<file path="config.mk">
export PLATFORM = sky130hd
export DESIGN_NAME = rfsynth_prog
export DESIGN_NICKNAME = d
export VERILOG_FILES = /design/src/rtl/rfsynth_prog_pkg.sv /design/src/rtl/synth_shift.sv /design/src/rtl/rfsynth_prog.sv
export SDC_FILE = /design/constraint.sdc
export NUM_CORES = 1
export LEC_CHECK = 0
export ABC_AREA = 1
export CAP_MARGIN = 10
export CORE_ASPECT_RATIO = 0.8
export CORE_UTILIZATION = 55
export DETAILED_ROUTE_END_ITERATION = 12
export PLACE_DENSITY = 0.78
export SKIP_CTS_REPAIR_TIMING = 1
export SYNTH_ARGS = -nofsm -noshare
export SYNTH_HDL_FRONTEND = slang
export SYNTH_SLANG_ARGS = --single-unit
</file>
<file path="constraint.sdc">
create_clock -name clk_6M -period 1.98 [get_ports clk_6M]
set_clock_uncertainty 0.2 [all_clocks]
set_input_delay 0.297 -clock clk_6M [delete_from_list [all_inputs] [get_ports clk_6M]]
set_output_delay 0.297 -clock clk_6M [all_outputs]
set_load 0.02 [all_outputs]
</file>
<file path="src/rtl/rfsynth_prog_pkg.sv">
// Shared constants, state encoding and frequency helpers for the hop synthesizer programmer.
package rfsynth_prog_pkg;

    localparam logic [11:0] FREQ_BASE_TX = 12'd2402;
    localparam logic [11:0] FREQ_BASE_RX = 12'd2400;
    localparam logic [6:0]  CHAN_MAX     = 7'd78;
    localparam logic [9:0]  LOCK_TIMEOUT = 10'd900;
    localparam int          BIT_CYCLES   = 4;
    localparam int          WORD_BITS    = 16;

    typedef enum logic [1:0] {
        IDLE      = 2'd0,
        SHIFT     = 2'd1,
        LATCH     = 2'd2,
        WAIT_LOCK = 2'd3
    } state_t;

    // RX uses a 2 MHz low IF, so its LO sits 2 MHz below the TX carrier.
    function automatic logic [11:0] calc_freq(input logic tx, input logic [6:0] ch);
        return (tx ? FREQ_BASE_TX : FREQ_BASE_RX) + {5'd0, ch};
    endfunction

    function automatic logic [15:0] serial_word(input logic tx, input logic [11:0] freq);
        return {tx, 3'b000, freq};
    endfunction

endpackage

</file>
<file path="src/rtl/synth_shift.sv">
// 16-bit parallel-load serializer: MSB first, each bit held BIT_CYCLES clocks,
// sclk low for the first half of the bit period and high for the second half.
module synth_shift
    import rfsynth_prog_pkg::*;
(
    input  logic        clk_6M,
    input  logic        rstz,
    input  logic        start,
    input  logic [15:0] word,
    output logic        sclk,
    output logic        sdata,
    output logic        done
);

    localparam logic [1:0] PHASE_LAST = 2'(BIT_CYCLES - 1);
    localparam logic [1:0] PHASE_HIGH = 2'(BIT_CYCLES / 2);
    localparam logic [3:0] BIT_LAST   = 4'(WORD_BITS - 1);

    logic        active_reg, active_next;
    logic [15:0] sr_reg, sr_next;
    logic [1:0]  phase_reg, phase_next;
    logic [3:0]  bit_reg, bit_next;
    logic        sclk_reg, sclk_next;
    logic        sdata_reg, sdata_next;

    always_ff @(posedge clk_6M or negedge rstz) begin
        if (!rstz) begin
            active_reg <= 1'b0;
            sr_reg     <= '0;
            phase_reg  <= '0;
            bit_reg    <= '0;
            sclk_reg   <= 1'b0;
            sdata_reg  <= 1'b0;
        end else begin
            active_reg <= active_next;
            sr_reg     <= sr_next;
            phase_reg  <= phase_next;
            bit_reg    <= bit_next;
            sclk_reg   <= sclk_next;
            sdata_reg  <= sdata_next;
        end
    end

    always_comb begin
        active_next = active_reg;
        sr_next     = sr_reg;
        phase_next  = phase_reg;
        bit_next    = bit_reg;
        sclk_next   = sclk_reg;
        sdata_next  = sdata_reg;
        if (start) begin
            // A load while already shifting simply restarts with the new word.
            active_next = 1'b1;
            sr_next     = word;
            phase_next  = '0;
            bit_next    = '0;
            sclk_next   = 1'b0;
            sdata_next  = word[15];
        end else if (active_reg) begin
            if (phase_reg == PHASE_LAST) begin
                phase_next = '0;
                sclk_next  = 1'b0;
                if (bit_reg == BIT_LAST) begin
                    active_next = 1'b0;
                    sdata_next  = 1'b0;
                end else begin
                    bit_next   = bit_reg + 4'd1;
                    sr_next    = {sr_reg[14:0], 1'b0};
                    sdata_next = sr_reg[14];
                end
            end else begin
                phase_next = phase_reg + 2'd1;
                sclk_next  = ((phase_reg + 2'd1) >= PHASE_HIGH);
            end
        end
    end

    assign sclk  = sclk_reg;
    assign sdata = sdata_reg;
    // High during the final cycle of the last bit so the owner can move on without a gap.
    assign done  = active_reg && (phase_reg == PHASE_LAST) && (bit_reg == BIT_LAST);

endmodule

</file>
<file path="src/rtl/rfsynth_prog.sv">
// Hop synthesizer programmer: computes the LO word, shifts it to the radio,
// pulses the latch enable and then waits for PLL lock or a timeout.
module rfsynth_prog
    import rfsynth_prog_pkg::*;
(
    input  logic        clk_6M,
    input  logic        rstz,
    input  logic        fkset_p,
    input  logic [6:0]  chan,
    input  logic        txrx,
    input  logic        pll_lock,
    output logic        sclk,
    output logic        sdata,
    output logic        sle,
    output logic        synth_busy,
    output logic [11:0] freq_word,
    output logic        synth_done_p,
    output logic        lock_err_p,
    output logic        chan_err_p,
    output logic        overrun_p
);

    state_t      state_reg, state_next;
    logic [11:0] freq_reg, freq_next;
    logic        lat_reg, lat_next;
    logic [9:0]  tmo_reg, tmo_next;
    logic        lock_s1_reg, lock_s2_reg;
    logic        sle_reg, sle_next;
    logic        busy_reg, busy_next;
    logic        done_reg, done_next;
    logic        lerr_reg, lerr_next;
    logic        cerr_reg, cerr_next;
    logic        ovr_reg, ovr_next;

    logic        accept;
    logic        shift_start;
    logic        shift_done;
    logic [11:0] freq_calc;

    assign freq_calc = calc_freq(txrx, chan);
    assign accept    = fkset_p && (chan <= CHAN_MAX);

    synth_shift u_shift (
        .clk_6M (clk_6M),
        .rstz   (rstz),
        .start  (shift_start),
        .word   (serial_word(txrx, freq_calc)),
        .sclk   (sclk),
        .sdata  (sdata),
        .done   (shift_done)
    );

    always_ff @(posedge clk_6M or negedge rstz) begin
        if (!rstz) begin
            state_reg   <= IDLE;
            freq_reg    <= '0;
            lat_reg     <= 1'b0;
            tmo_reg     <= '0;
            lock_s1_reg <= 1'b0;
            lock_s2_reg <= 1'b0;
            sle_reg     <= 1'b0;
            busy_reg    <= 1'b0;
            done_reg    <= 1'b0;
            lerr_reg    <= 1'b0;
            cerr_reg    <= 1'b0;
            ovr_reg     <= 1'b0;
        end else begin
            state_reg   <= state_next;
            freq_reg    <= freq_next;
            lat_reg     <= lat_next;
            tmo_reg     <= tmo_next;
            lock_s1_reg <= pll_lock;
            lock_s2_reg <= lock_s1_reg;
            sle_reg     <= sle_next;
            busy_reg    <= busy_next;
            done_reg    <= done_next;
            lerr_reg    <= lerr_next;
            cerr_reg    <= cerr_next;
            ovr_reg     <= ovr_next;
        end
    end

    always_comb begin
        state_next  = state_reg;
        freq_next   = freq_reg;
        lat_next    = lat_reg;
        tmo_next    = tmo_reg;
        done_next   = 1'b0;
        lerr_next   = 1'b0;
        cerr_next   = 1'b0;
        ovr_next    = 1'b0;
        shift_start = 1'b0;

        if (accept) begin
            // A restart wins over any completion of the aborted sequence this cycle.
            shift_start = 1'b1;
            freq_next   = freq_calc;
            state_next  = SHIFT;
            ovr_next    = (state_reg != IDLE);
        end else begin
            cerr_next = fkset_p;
            case (state_reg)
                SHIFT: begin
                    if (shift_done) begin
                        state_next = LATCH;
                        lat_next   = 1'b0;
                    end
                end
                LATCH: begin
                    if (lat_reg) begin
                        state_next = WAIT_LOCK;
                        tmo_next   = '0;
                    end else begin
                        lat_next = 1'b1;
                    end
                end
                WAIT_LOCK: begin
                    if (lock_s2_reg) begin
                        done_next  = 1'b1;
                        state_next = IDLE;
                    end else if (tmo_reg == LOCK_TIMEOUT - 10'd1) begin
                        lerr_next  = 1'b1;
                        state_next = IDLE;
                    end else begin
                        tmo_next = tmo_reg + 10'd1;
                    end
                end
                default: ;
            endcase
        end

        sle_next  = (state_next == LATCH);
        busy_next = (state_next != IDLE);
    end

    assign sle          = sle_reg;
    assign synth_busy   = busy_reg;
    assign freq_word    = freq_reg;
    assign synth_done_p = done_reg;
    assign lock_err_p   = lerr_reg;
    assign chan_err_p   = cerr_reg;
    assign overrun_p    = ovr_reg;

endmodule

</file>
== Word level (Yosys, flattened, before mapping) ==
Index checks and enable logic that the tools add are counted.

* Add/sub/neg operators: 4
* Magnitude comparators: 2
* Eq/ne operators: 12
* Mux-type cells: 45
* Bitwise gates (word level): 1
* Reduce and logical (&&, ||, !) cells: 13

{| class="wikitable"
|+ Operators with widths
! cell !! count
|-
| $mux W15 || 4
|-
| $mux W10 || 3
|-
| $mux W1 || 22
|-
| $pmux W10 S2 || 1
|-
| $mux W2 || 9
|-
| $mux W4 || 4
|-
| $add A12 B7 Y12 || 1
|-
| $reduce_bool A2 Y1 || 6
|-
| $add A10 B1 Y10 const B || 1
|-
| $eq A10 B10 Y1 const B || 1
|-
| $ne A2 B2 Y1 const B || 5
|-
| $eq A2 B2 Y1 const B || 4
|-
| $le A7 B7 Y1 const B || 1
|-
| $pmux W2 S3 || 1
|-
| $reduce_and A3 Y1 || 2
|-
| $reduce_and A5 Y1 || 1
|-
| $add A4 B1 Y4 const B || 1
|-
| $eq A4 B4 Y1 const B || 1
|-
| $logic_and A1 B1 Y1 || 3
|-
| $add A2 B1 Y2 const B || 1
|-
| $eq A2 B1 Y1 const B || 1
|-
| $ge A2 B2 Y1 const B || 1
|-
| $pmux W1 S2 || 1
|-
| $reduce_and A2 Y1 || 1
|-
| $not A1 Y1 || 1
|}

* Register bits after elaboration: 57
* Input port bits: 12
* Output and inout port bits: 20
* Logic and storage cells: 95

== Depth between registers and ports, before layout ==
* Word-level depth: 7
* Mapped depth: 9
* Gate-level depth less buffers: 9

== Hierarchy ==
Synthesis repeated with hierarchy kept, for this count alone.

* Cell total of the unflattened synthesis: 367
* Area total of the unflattened synthesis: 2,901.5 sq um

{| class="wikitable"
|+ By module, submodules not included
! module !! times used !! cells an instance !! area an instance (sq um) !! seq. area each (sq um)
|-
| rfsynth_prog || 1 || 201 || 1,632.8 || 750.7
|-
| synth_shift || 1 || 166 || 1,268.7 || 575.6
|}

== Worst setup path before layout ==
No wires, ideal clock.

* Kind: register to register
* Start: register state_reg[0]
* End: register tmo_reg[3]
* Library setup time: 0.118 ns
* Arrival: 1.487 ns
* Required time: 1.662 ns
* Setup slack: 0.176 ns
* Cell stages (with the launch flop): 10
* Path buffers: 1
* Period minus slack after synthesis: 1.804 ns
* Path through: dfrtp_1 inv_1 ha_1 inv_1 nand2_1 a21boi_0 nand3_4 buf_6 nand2_2 o21ai_2

* Cells in the longest elaborated chain, start to end: 3
* Elaborated cells between the ends (all ways): 8
* Classes of those cells: 5 x eq/ne; 1 x mux; 2 x reduce/logical

{| class="wikitable"
|+ Ends and longest elaborated chain
! item !! line !! RTL
|-
| start, declared || rfsynth_prog.sv:23 || <nowiki>state_t state_reg, state_next;</nowiki>
|-
| start signal, assigned || rfsynth_prog.sv:68 || <nowiki>state_reg <= state_next;</nowiki>
|-
| $eq A2 B2 Y1 || rfsynth_prog.sv:102 || <nowiki>case (state_reg)</nowiki>
|-
| $ne A2 B2 Y1 (no source line) or $reduce_bool A2 Y1 (tied branches) || - ||
|-
| $reduce_and A5 Y1 (no source line) || - ||
|-
| end signal, assigned || rfsynth_prog.sv:71 || <nowiki>tmo_reg <= tmo_next;</nowiki>
|-
| end, declared || rfsynth_prog.sv:26 || <nowiki>logic [9:0] tmo_reg, tmo_next;</nowiki>
|}

Several ways; a longest one is shown, not always the timed one.
A chain may end at the register's enable or synchronous reset.

== Worst setup path after layout ==
* Start: register tmo_reg[0]
* End: register tmo_reg[4]

* Cells in the longest elaborated chain, start to end: 4
* Elaborated cells between the ends (all ways): 7
* Classes of those cells: 1 x add/sub; 2 x eq/ne; 3 x mux; 1 x reduce/logical

{| class="wikitable"
|+ Ends and longest elaborated chain
! item !! line !! RTL
|-
| $add A10 B1 Y10 || rfsynth_prog.sv:125 || <nowiki>tmo_next = tmo_reg + 10'd1;</nowiki>
|-
| $mux W10 || rfsynth_prog.sv:121 || <nowiki>end else if (tmo_reg == LOCK_TIMEOUT - 10'd1) begin</nowiki>
|-
| $mux W10 || rfsynth_prog.sv:118 || <nowiki>if (lock_s2_reg) begin</nowiki>
|-
| $pmux W10 S2 || rfsynth_prog.sv:102 ||
|}

Several ways; a longest one is shown, not always the timed one. The select of a mux whose other input is x is not followed.

==> reports/results.tsv <==
stage	metric	value	unit
status	status	completed	
layout	post_route_cells_drive_above_1_share	14.3	%
global_route	overflow	0	
global_route	grt_usage	23.5	%
floorplan	dieArea	0.00557	mm^2
sta	finalMaxSlewViolations	0	
global_route	grt_pass1_wl	10.5	mm
worst_setup_path	critical_path.top_delay_family	simple AND/OR/NAND/NOR gates	
worst_setup_path	crit_fanout	6	
worst_setup_path	critical_path_buf_inv_count	1	
place	port_buffers	29	
sta	fmax	0.537	GHz
layout	antenna_cells	0	
synthesis	synth-edff-count	0	
synthesis	synthCells	357	
layout	largest_reg_flops	15	
layout	multi_input_area	0.00138	mm^2
layout	design_area	0.00353	mm^2
power_and_ir_drop	power_density	897	mW/mm^2
global_route	antenna_found_initial	0	
worst_setup_path	crit_path_end_kind	register	
sta	finalCritPeriodShare	94.0	%
worst_setup_path	ff2ff_path_depth	9	
clocking	htreeDepth	2	
worst_setup_path	cp_slowest_cell	dfrtp_2	
worst_setup_path	cp.arrival	1.85	ns
synthesis	synth_area_leaders	dfrtp_1, nand2_1, o311ai_0	
synthesis	synth-async-reset-ratio	100	%
sta	period_needed	1.86	ns
flow_run	maxCapViolCount	0	
layout	area_delta_synth_final	21.6	%
clocking	clk_latency	0.31	ns
clocking	cts_buffers	5	
worst_setup_path	critical-path-max-stage-delay	0.43	ns
worst_setup_path	start_kind	register	
hold_path	hold_depth	0	
clocking	numClockSinks	53	
power_and_ir_drop	finalPower	3170	uW
clocking	root_buffer	clkbuf_8	
synthesis	netlist_top_cells_count	nand2_1, dfrtp_1, nor2_1, inv_1, nand3_1	
sta	setup_viol_count_final	0	
floorplan	core-area	0.00504	mm^2
floorplan	core.rowCount	23	
sta	hold_violations	0	
synthesis	yosysSeqAreaShare	45.7	%
synthesis	synthDistinctLibCells	33	
layout	postLayoutCoreUtil	70.1	%
worst_setup_path	path_cells	ha_1 -> nand2_1 -> nor2_1 -> nand4_1 -> buf_4 -> nand2_1 -> nor2_2 -> nand2_1 -> o21ai_0	
floorplan	num_io_pins	32	
power_and_ir_drop	static-leakage-power	0.00170	uW
hold_path	hold_class	reg2reg	
synthesis	ys_seq_elements	53	
floorplan	initial_core_util	57.6	%
synthesis	syn-cell-area	0.00290	mm^2
worst_setup_path	cp_common_cell	nand2_1	
place	placed_cell_area	0.00337	mm^2
power_and_ir_drop	worst_ir_drop_vdd	0.580	mV
layout	fill_cells	397	
worst_setup_path	path_class	reg2reg	
drt	vias	2487	
floorplan	die_y	67.0	um
drt	dr.pass1.iters	4	
floorplan	die_w	83.2	um
clocking	clkSlewWorstSetupHoldPaths	0.10	ns
drt	drt_iter0_drc	145	
synthesis	ys.flop_type	dfrtp_1	
worst_setup_path	required	1.97	ns
drt	via_per_inst	5.30	
drt	drc	0	
place	place_congestion	0.866	
synthesis	syn_avg_cell_area	8.13	um^2
worst_setup_path	cp_num_cells	9	
synthesis	yosys.area.top_type	dfrtp_1	
clocking	cts_tree	done	
drt	wire_per_inst	13.2	um
global_route	grt_pass1_vias	2282	
layout	regArea	0.00133	mm^2
synthesis	synth_top_area_share	45.7	%
synthesis	yosys.cell_count.top_type	nand2_1	
clocking	clockBufferDepth	2	
layout	final_nets	427	
synthesis	ys_warn_count	0	
drt	wl	6.17	mm
place	dp_hpwl	4.22	mm
drt	drtAntennaViolNets	0	
global_route	grt_max_degree	54	
==> cells in the final DEF (no fill, tap or decap), types with 6 or more instances in the layout <==
cell type          n
o21ai_2            9
dfrtp_1           52
buf_4             24
o311ai_0          17
ha_1               9
nor2_1            31
clkdlybuf4s50_1   28
nand2_1          125
nand3_1           25
o21ai_0            6
inv_1             30
==> per-stage QoR <==
stage | setup TNS (ns) | setup WS [ns] | std cells | hold slack [ns]
finish | 0 | 0.119 | 469 | 0.174
global route | -0.0372 | -0.0191 | 469 | 0.185
CTS | 0 | 0.00421 | 465 | -0.225
detailed placement | -0.399 | -0.0490 | 457 | 0.112
global placement | -0.0139 | -0.00527 | 457 | 0.113
floorplan | 0 | 0.176 | 358 | -0.199
==> cell type report <==
type                            count  area share [%]
Clock inverter                      3           0.709
Multi-Input combinational cell    258            39.1
Sequential cell                    53            37.6
Timing Repair Buffer               57            15.2
Tap cell                           62            2.20
Inverter                           31            3.30
Clock buffer                        5            1.95
==> worst paths after layout <==
kind	start	end	slack, ns
worst max-delay path	tmo_reg[0]	tmo_reg[4]	0.12
worst min-delay path	lock_s1_reg	lock_s2_reg	0.17
worst max register to register	tmo_reg[0]	tmo_reg[4]	0.12
worst min register to register	lock_s1_reg	lock_s2_reg	0.17
max in group asynchronous	rstz	tmo_reg[0]	1.02
min in group asynchronous	rstz	tmo_reg[7]	0.30
==> logic make-up (layout without fill, tap and decap cells) <==
| group | Yosys count | count (layout) | synth area share [%] |
|---|---|---|---|
| compound gates | 43 | 43 | 11.8 |
| fa+ha+maj | 9 | 9 | 3.88 |
| simple gates | 196 | 197 | 28.7 |
| other cells | 1 | 2 | 0.129 |
| xor+xnor | 7 | 7 | 2.11 |
| buf+inv | 48 | 96 | 7.72 |
| flops | 53 | 53 | 45.7 |
==> layer usage <==
| layer | track usage (%) | part of all wire, % |
|---|---|---|
| met5 | 0 | 0 |
| met4 | 3.88 | 0.66 |
| met3 | 4.58 | 4.2 |
| met2 | 42.3 | 48 |
| met1 | 30.2 | 47 |
==> power breakdown <==
group	switching (uW)	leakage, uW	internal, uW
clock network	372	0.0000452	258
registers	162	0.000677	1330
logic	570	0.000981	469
total	1100	0.00170	2060
(Power assumes the default switching activity.)
